[src/rtl/core_ctrl_fsm.sv]
// core_ctrl_fsm
// Multi-cycle control unit for the FRiscV RV32I core. Sequences fetch,
// decode, execute, memory access and writeback around the decoder,
// instruction register, ALU and register file, and drives the instruction
// and data memory req/gnt/rvalid handshakes plus the datapath strobes/selects.
//
// Build option: define MEM_TIMEOUT_EN to bound every memory wait to
// TIMEOUT_CYCLES stalled cycles; an expired wait traps with bus_err_out set.
// Without it the FSM waits indefinitely and bus_err_out is tied low.
module core_ctrl_fsm #(
  parameter int ARCH           = 32,  // datapath width, kept for interface consistency
  parameter int TIMEOUT_CYCLES = 16   // stalled-cycle limit, MEM_TIMEOUT_EN builds only
) (
  input  logic       clk_in,
  input  logic       rst_in,
  // decoder / branch comparator
  input  logic [6:0] op_code_in,
  input  logic       branch_taken_in,
  // instruction memory handshake
  output logic       imem_req_out,
  input  logic       imem_gnt_in,
  input  logic       imem_rvalid_in,
  // data memory handshake
  output logic       dmem_req_out,
  output logic       dmem_we_out,
  input  logic       dmem_gnt_in,
  input  logic       dmem_rvalid_in,
  // datapath controls
  output logic       ir_en_out,
  output logic       pc_en_out,
  output logic [1:0] pc_sel_out,
  output logic       alu_src_b_out,
  output logic       rf_we_out,
  output logic [1:0] wb_sel_out,
  // status
  output logic       instr_retired_out,
  output logic       illegal_instr_out,
  output logic       bus_err_out,
  output logic [2:0] state_out
);

  // RV32I major opcodes (same values as the friscv_pkg constants).
  localparam logic [6:0] OP_REG       = 7'b0110011;  // R-type ALU
  localparam logic [6:0] OP_IMM_ARITH = 7'b0010011;  // I-type ALU
  localparam logic [6:0] OP_IMM_LOAD  = 7'b0000011;  // loads
  localparam logic [6:0] OP_IMM_JUMP  = 7'b1100111;  // JALR
  localparam logic [6:0] OP_STORE     = 7'b0100011;  // stores
  localparam logic [6:0] OP_BRANCH    = 7'b1100011;  // conditional branches
  localparam logic [6:0] OP_U_L_LOAD  = 7'b0110111;  // LUI
  localparam logic [6:0] OP_JUMP      = 7'b1101111;  // JAL

  // PC source select
  localparam logic [1:0] PC_SEL_PLUS4 = 2'b00;
  localparam logic [1:0] PC_SEL_IMM   = 2'b01;
  localparam logic [1:0] PC_SEL_ALU   = 2'b10;

  // Register-file writeback source select
  localparam logic [1:0] WB_SEL_ALU = 2'b00;
  localparam logic [1:0] WB_SEL_MEM = 2'b01;
  localparam logic [1:0] WB_SEL_PC4 = 2'b10;
  localparam logic [1:0] WB_SEL_IMM = 2'b11;

  // The 8-bit wait counter cannot represent a limit above 255, and a zero
  // limit would trap on the first stall; an out-of-range configuration
  // elaborates this marker scope so it is visible in the hierarchy.
  generate
    if (ARCH != 32 || TIMEOUT_CYCLES < 1 || TIMEOUT_CYCLES > 255) begin : g_bad_params
    end
  endgenerate

  typedef enum logic [2:0] {
    FETCH_REQ  = 3'd0,
    FETCH_WAIT = 3'd1,
    DECODE     = 3'd2,
    EXECUTE    = 3'd3,
    MEM_REQ    = 3'd4,
    MEM_WAIT   = 3'd5,
    WRITEBACK  = 3'd6,
    TRAP       = 3'd7
  } state_e;

  state_e     state_q, state_d;
  logic [6:0] op_q, op_d;
  logic       illegal_q, illegal_d;

  // Unmasked control values; every output is forced low while rst_in is high.
  logic       imem_req_c;
  logic       dmem_req_c;
  logic       dmem_we_c;
  logic       ir_en_c;
  logic       pc_en_c;
  logic [1:0] pc_sel_c;
  logic       alu_src_b_c;
  logic       rf_we_c;
  logic [1:0] wb_sel_c;
  logic       retired_c;

`ifdef MEM_TIMEOUT_EN
  logic [7:0] wait_cnt_q, wait_cnt_d;
  logic       bus_err_q, bus_err_d;
  logic       stalled;
`endif

  // Opcodes the core implements; anything else traps.
  function automatic logic op_is_legal(input logic [6:0] op);
    case (op)
      OP_REG, OP_IMM_ARITH, OP_IMM_LOAD, OP_IMM_JUMP,
      OP_STORE, OP_BRANCH, OP_U_L_LOAD, OP_JUMP: op_is_legal = 1'b1;
      default:                                   op_is_legal = 1'b0;
    endcase
  endfunction

  // Instructions whose second ALU operand is the immediate.
  function automatic logic op_uses_imm(input logic [6:0] op);
    case (op)
      OP_IMM_ARITH, OP_IMM_LOAD, OP_IMM_JUMP, OP_STORE: op_uses_imm = 1'b1;
      default:                                          op_uses_imm = 1'b0;
    endcase
  endfunction

  // Writeback source: ALU result, load data, link address or the U immediate.
  function automatic logic [1:0] op_wb_sel(input logic [6:0] op);
    case (op)
      OP_IMM_LOAD:          op_wb_sel = WB_SEL_MEM;
      OP_JUMP, OP_IMM_JUMP: op_wb_sel = WB_SEL_PC4;
      OP_U_L_LOAD:          op_wb_sel = WB_SEL_IMM;
      default:              op_wb_sel = WB_SEL_ALU;
    endcase
  endfunction

  // Next-PC source applied at writeback: JAL is PC-relative, JALR uses the ALU.
  function automatic logic [1:0] op_wb_pc_sel(input logic [6:0] op);
    case (op)
      OP_JUMP:     op_wb_pc_sel = PC_SEL_IMM;
      OP_IMM_JUMP: op_wb_pc_sel = PC_SEL_ALU;
      default:     op_wb_pc_sel = PC_SEL_PLUS4;
    endcase
  endfunction

`ifdef MEM_TIMEOUT_EN
  // A cycle counts as stalled when the FSM sits in a wait state and the
  // response it is waiting for did not arrive in that same cycle.
  assign stalled = ((state_q == FETCH_REQ)  && !imem_gnt_in)    ||
                   ((state_q == FETCH_WAIT) && !imem_rvalid_in) ||
                   ((state_q == MEM_REQ)    && !dmem_gnt_in)    ||
                   ((state_q == MEM_WAIT)   && !dmem_rvalid_in);
`endif

  // State, latched opcode and sticky illegal flag; reset abandons any transfer.
  always_ff @(posedge clk_in) begin
    if (rst_in) begin
      state_q   <= FETCH_REQ;
      op_q      <= '0;
      illegal_q <= 1'b0;
    end else begin
      state_q   <= state_d;
      op_q      <= op_d;
      illegal_q <= illegal_d;
    end
  end

`ifdef MEM_TIMEOUT_EN
  // Wait-state counter and sticky bus error flag.
  always_ff @(posedge clk_in) begin
    if (rst_in) begin
      wait_cnt_q <= '0;
      bus_err_q  <= 1'b0;
    end else begin
      wait_cnt_q <= wait_cnt_d;
      bus_err_q  <= bus_err_d;
    end
  end
`endif

  // Next-state and control decode; all strobes default low.
  always_comb begin
    state_d     = state_q;
    op_d        = op_q;
    illegal_d   = illegal_q;
    imem_req_c  = 1'b0;
    dmem_req_c  = 1'b0;
    dmem_we_c   = 1'b0;
    ir_en_c     = 1'b0;
    pc_en_c     = 1'b0;
    pc_sel_c    = PC_SEL_PLUS4;
    alu_src_b_c = 1'b0;
    rf_we_c     = 1'b0;
    wb_sel_c    = WB_SEL_ALU;
    retired_c   = 1'b0;
`ifdef MEM_TIMEOUT_EN
    wait_cnt_d  = wait_cnt_q;
    bus_err_d   = bus_err_q;
`endif

    // Operand and writeback selects stay stable from EXECUTE to WRITEBACK so
    // the datapath sees no glitches while a memory access is outstanding.
    if (state_q == EXECUTE || state_q == MEM_REQ ||
        state_q == MEM_WAIT || state_q == WRITEBACK) begin
      alu_src_b_c = op_uses_imm(op_q);
      wb_sel_c    = op_wb_sel(op_q);
    end

    case (state_q)
      FETCH_REQ: begin
        imem_req_c = 1'b1;
        if (imem_gnt_in) begin
          state_d = FETCH_WAIT;
        end
      end

      FETCH_WAIT: begin
        if (imem_rvalid_in) begin
          ir_en_c = 1'b1;
          state_d = DECODE;
        end
      end

      DECODE: begin
        op_d = op_code_in;
        if (op_is_legal(op_code_in)) begin
          state_d = EXECUTE;
        end else begin
          state_d   = TRAP;
          illegal_d = 1'b1;
        end
      end

      EXECUTE: begin
        if (op_q == OP_BRANCH) begin
          // Branches resolve here: the PC moves and the instruction retires.
          pc_en_c   = 1'b1;
          pc_sel_c  = branch_taken_in ? PC_SEL_IMM : PC_SEL_PLUS4;
          retired_c = 1'b1;
          state_d   = FETCH_REQ;
        end else if (op_q == OP_IMM_LOAD || op_q == OP_STORE) begin
          state_d = MEM_REQ;
        end else begin
          state_d = WRITEBACK;
        end
      end

      MEM_REQ: begin
        dmem_req_c = 1'b1;
        dmem_we_c  = (op_q == OP_STORE);
        if (dmem_gnt_in) begin
          state_d = MEM_WAIT;
        end
      end

      MEM_WAIT: begin
        if (dmem_rvalid_in) begin
          if (op_q == OP_STORE) begin
            // Store acknowledge completes the instruction; nothing to write back.
            pc_en_c   = 1'b1;
            pc_sel_c  = PC_SEL_PLUS4;
            retired_c = 1'b1;
            state_d   = FETCH_REQ;
          end else begin
            state_d = WRITEBACK;
          end
        end
      end

      WRITEBACK: begin
        // rd = x0 is filtered inside the register file.
        rf_we_c   = 1'b1;
        pc_en_c   = 1'b1;
        pc_sel_c  = op_wb_pc_sel(op_q);
        retired_c = 1'b1;
        state_d   = FETCH_REQ;
      end

      TRAP: begin
        // Terminal until reset; all strobes remain low.
      end

      default: begin
        state_d = TRAP;
      end
    endcase

`ifdef MEM_TIMEOUT_EN
    // A response in the limit cycle is not a stall, so it wins over the error.
    if (stalled) begin
      wait_cnt_d = wait_cnt_q + 8'd1;
      if (int'(wait_cnt_d) >= TIMEOUT_CYCLES) begin
        state_d   = TRAP;
        bus_err_d = 1'b1;
      end
    end
    // Every new request starts with a fresh budget.
    if (state_d != state_q && (state_d == FETCH_REQ || state_d == MEM_REQ)) begin
      wait_cnt_d = '0;
    end
`endif
  end

  assign imem_req_out      = imem_req_c & ~rst_in;
  assign dmem_req_out      = dmem_req_c & ~rst_in;
  assign dmem_we_out       = dmem_we_c & ~rst_in;
  assign ir_en_out         = ir_en_c & ~rst_in;
  assign pc_en_out         = pc_en_c & ~rst_in;
  assign pc_sel_out        = rst_in ? 2'b00 : pc_sel_c;
  assign alu_src_b_out     = alu_src_b_c & ~rst_in;
  assign rf_we_out         = rf_we_c & ~rst_in;
  assign wb_sel_out        = rst_in ? 2'b00 : wb_sel_c;
  assign instr_retired_out = retired_c & ~rst_in;
  assign illegal_instr_out = illegal_q & ~rst_in;
  assign state_out         = rst_in ? 3'd0 : state_q;

`ifdef MEM_TIMEOUT_EN
  assign bus_err_out = bus_err_q & ~rst_in;
`else
  assign bus_err_out = 1'b0;
`endif

endmodule

[config.mk]
export PLATFORM = sky130hd
export DESIGN_NAME = core_ctrl_fsm
export DESIGN_NICKNAME = d
export VERILOG_FILES = /design/src/rtl/core_ctrl_fsm.sv
export SDC_FILE = /design/constraint.sdc
export NUM_CORES = 1
export LEC_CHECK = 0
export ABC_AREA = 1
export BUFFER_PORTS_ARGS = -buffer_cell sky130_fd_sc_hd__buf_2
export CAP_MARGIN = 5
export CORE_UTILIZATION = 35
export DETAILED_ROUTE_END_ITERATION = 12
export GPL_TIMING_DRIVEN = 0
export PLACE_DENSITY = 0.59
export SYNTH_ARGS = -nofsm -noshare
export SYNTH_HDL_FRONTEND = slang
export SYNTH_SLANG_ARGS = --single-unit
[constraint.sdc]
create_clock -name clk_in -period 1.3 [get_ports clk_in]
set_input_delay 0.26 -clock clk_in [delete_from_list [all_inputs] [get_ports clk_in]]
set_output_delay 0.26 -clock clk_in [all_outputs]
set_load 0.02 [all_outputs]
==> flow_metrics.py <==
metrics = {
    "hold_path": {
        "hold_path_startpoint": "op_code_in[1]",
        "hold_class": "input port to register",
        "hold_depth": 3,
        "holdPathEnd": "op_q[1]",
    },
    "timing": {
        "setup_ws_ns": -0.4113,
        "clock_skew_ns": 0.002713,
        "fmax_ghz": 0.5844,
        "drv_slew": 0,
        "rsz0062_at_grt": "true",
        "setup_viol": 15,
        "fin_crit_ns": 1.711,
        "hold_violations": 0,
        "period_share_pct": 131.6,
    },
    "power": {
        "power.density_mw_per_mm2": 767.9,
        "intPower_uw": 707.0,
        "p_sw_uw": 434.4,
        "p_seq_share_pct": 36.7,
        "switching_share_pct": 38.06,
        "ir_worst_vdd_v": 0.0009730,
        "p_leak_nw": 0.7327,
        "power.total_mw": 1.141,
        "p_comb_share_pct": 44.2,
        "clock_power_share_pct": 19.1,
    },
    "worst_setup_path": {
        "ff2ff_path_depth": 11,
        "r2r_slack_ns": -0.16,
        "critPathArrivalTime_ns": 1.45,
        "critPathCaptureType": "primary output",
        "crit_path_start_kind": "register",
        "crit_required_ns": 1.04,
        "crit_fanout": 2,
        "r2r-end": "state_q[2]",
        "criticalPathCategory": "register to primary output",
        "r2r_start": "state_q[1]",
    },
    "cells_and_area": {
        "area_growth_pct": 71.93,
        "drive_above_1_share_pct": 54.23,
        "multi_input_comb_area_um2": 701.9,
        "fin_util_pct": 65.31,
        "seqCellArea_um2": 237.7,
        "nets": 216,
        "antenna_cells": 0,
        "instances_no_fill": 229,
        "fill_cells": 200,
    },
    "global_route": {
        "grt_pass1_wl_mm": 4.140,
        "track_usage_pct": 20.16,
        "grt_start_max_net_pins": 11,
        "antenna_found_initial": 0,
        "grt_overflow_total": 0,
        "grt_pass1_vias": 972,
    },
    "routing": {
        "wl_mm": 2.644,
        "ant_nets": 0,
        "wire_per_inst_um": 11.55,
        "viasPerCell": 4.830,
        "vias": 1106,
        "drc": 0,
        "drt_iter0_drc": 31,
        "firstDrtPassIters": 4,
    },
    "cts": {
        "cts_tree": "done",
        "cts-root-buf": "clkbuf_4",
        "holdBufCountCts": 0,
        "clock_sinks": 11,
        "clk_pin_slew_worst_paths_ns": 0.06,
        "insertion_delay_ns": 0.26,
        "numCtsBuffers": 3,
        "cts_max_level": 1,
        "clockBufferDepth": 2,
    },
    "floorplan": {
        "ioPinCount": 31,
        "dieWidth_um": 51.70,
        "die-height_um": 51.70,
        "core_area_mm2": 0.002276,
        "die-area_mm2": 0.002673,
        "rows": 17,
        "initial_utilization_pct": 37.99,
    },
    "placed_design": {
        "place_hpwl_mm": 1.790,
        "place_inst": 209,
        "gp_congestion": 0.8472,
        "dp_slack_ns": -0.2568,
        "io_buffers": 28,
    },
    "synthesis": {
        "syn_inst": 153,
        "syn_area_um2": 864.6,
        "ys_types": 22,
        "ys_seq_area_share_pct": 25.47,
        "ys_ff_latch": 11,
        "synth.avg_cell_area_um2": 5.651,
        "synth_nets": 167,
        "synth_area_leader_cell": "dfxtp_1",
        "synth_top_area_share_pct": 25.47,
        "yosys_warnings": 0,
        "synth_top_cells_by_area": "dfxtp_1, nand2_1, nor2_1, nand3_1, inv_1",
    },
    "status": {
        "violations": "negative setup slack",
        "outcome": "complete, but fails checks",
    },
    "run": {
        "cap_viol_max_count": 0,
    },
}
## placed cells by master (no fill, tap or decap), types with 2 or more instances in the layout
master    netlist  routed
nand2_1        41      30
buf_4           4      20
buf_2           1      15
nor2_1         22      14
buf_6           0      14
nor2_4          0      12
nand3_1        14      10
inv_1          15      10
nand2_2         1       8
a21oi_1         9       8
inv_2           5       7
nand3_2         1       5
dfxtp_2         0       5
nand2_4         0       4
o21ai_1         3       4
nand4_1         4       4
nor2_2          8       4
o21ai_0         6       4
clkbuf_4        0       3
dfxtp_1        11       3
dfxtp_4         0       3
inv_4           0       2
nor3_2          0       2
## synthesized netlist by cell type
cell and number:
a21oi_1 9, buf_2 1, buf_4 4, clkbuf_1 1, conb_1 1, dfxtp_1 11
inv_1 15, inv_2 5, nand2_1 41, nand2_2 1, nand3_1 14, nand3_2 1
nand3b_1 1, nand4_1 4, nor2_1 22, nor2_2 8, nor3_1 2, nor4_1 1
o21ai_0 6, o21ai_1 3, o21bai_1 1, o31ai_1 1
## how the worst max path moves through the flow
| stage | from | to | depth (start not counted) |
|---|---|---|---|
| 2_1_floorplan | state_q[0] | dmem_we_out | 3 |
| 3_3_place_gp | rst_in | dmem_req_out | 4 |
| 3_5_place_dp | rst_in | dmem_req_out | 4 |
| 4_1_cts | op_q[1] | wb_sel_out[1] | 9 |
| 5_1_grt | op_q[1] | pc_en_out | 10 |
| 6_report | op_q[1] | pc_en_out | 10 |
## critical path: stages, from the launching register on
cell	delay, ns
dfxtp_2	0.33
nand2_2	0.08
inv_2	0.09
nand2_2	0.07
nor2_2	0.12
nand4_1	0.10
nand3_1	0.09
nand2_1	0.06
inv_2	0.08
buf_6	0.09
buf_6	0.10
## per-stage QoR
step	instance area [um^2]	hold WS (ns)	TNS, ns
final	1486	0.2452	-3.993
after global routing	1486	0.2670	-5.489
after floorplan	930.9	0.3951	-0.1347
after global placement	1106	0.4476	-2.233
after CTS	1354	0.2341	-3.558
after detailed placement	1106	0.4610	-2.328
## state kept, by name (all words and copies together), names as in the netlist
signal     cells
illegal_q      1
op_q           7
state_q        3
## power groups by stage
stage / logic, mW / registers, mW / clock network [mW]
floorplan: 0.250 / 0.408 / 0
global placement: 0.328 / 0.415 / 0
detailed placement: 0.331 / 0.415 / 0
CTS: 0.417 / 0.419 / 0.231
global route: 0.557 / 0.421 / 0.246
finish: 0.504 / 0.419 / 0.218
## area by class of cell
cell class	count	area share, %
multi-input cells	116	47.22
repair buffers	44	22.90
flip-flops and latches	11	15.99
inverters	20	5.892
plain buffers	6	3.872
well taps	28	2.357
clock buffers	4	1.768
## logic make-up after synthesis
family / after synthesis / synth area share [%]
and+or+nand+nor: 95 / 48.77
buffers and inverters: 26 / 13.17
DFF: 11 / 25.47
other: 1 / 0.4337
AOI/OAI and AO/OA: 20 / 12.16
## layer usage
metal / vias to the layer above / GRT usage [%] / routed length (um)
met4: 0 / 6.757 / 15
li1: 582 / - / -
met3: 2 / 2.339 / 116
met5: - / 0 / 0
met1: 488 / 26.60 / 1160
met2: 34 / 33.77 / 1351
## repair_timing
action | CTS | global route
gates resized for setup | 53 | 21
endpoints found under the setup margin | 15 | 19
endpoints found under the hold margin | 0 | 0
buffers inserted | 8 | 8
pin swaps | 13 | 9
(Power assumes the default switching activity.)
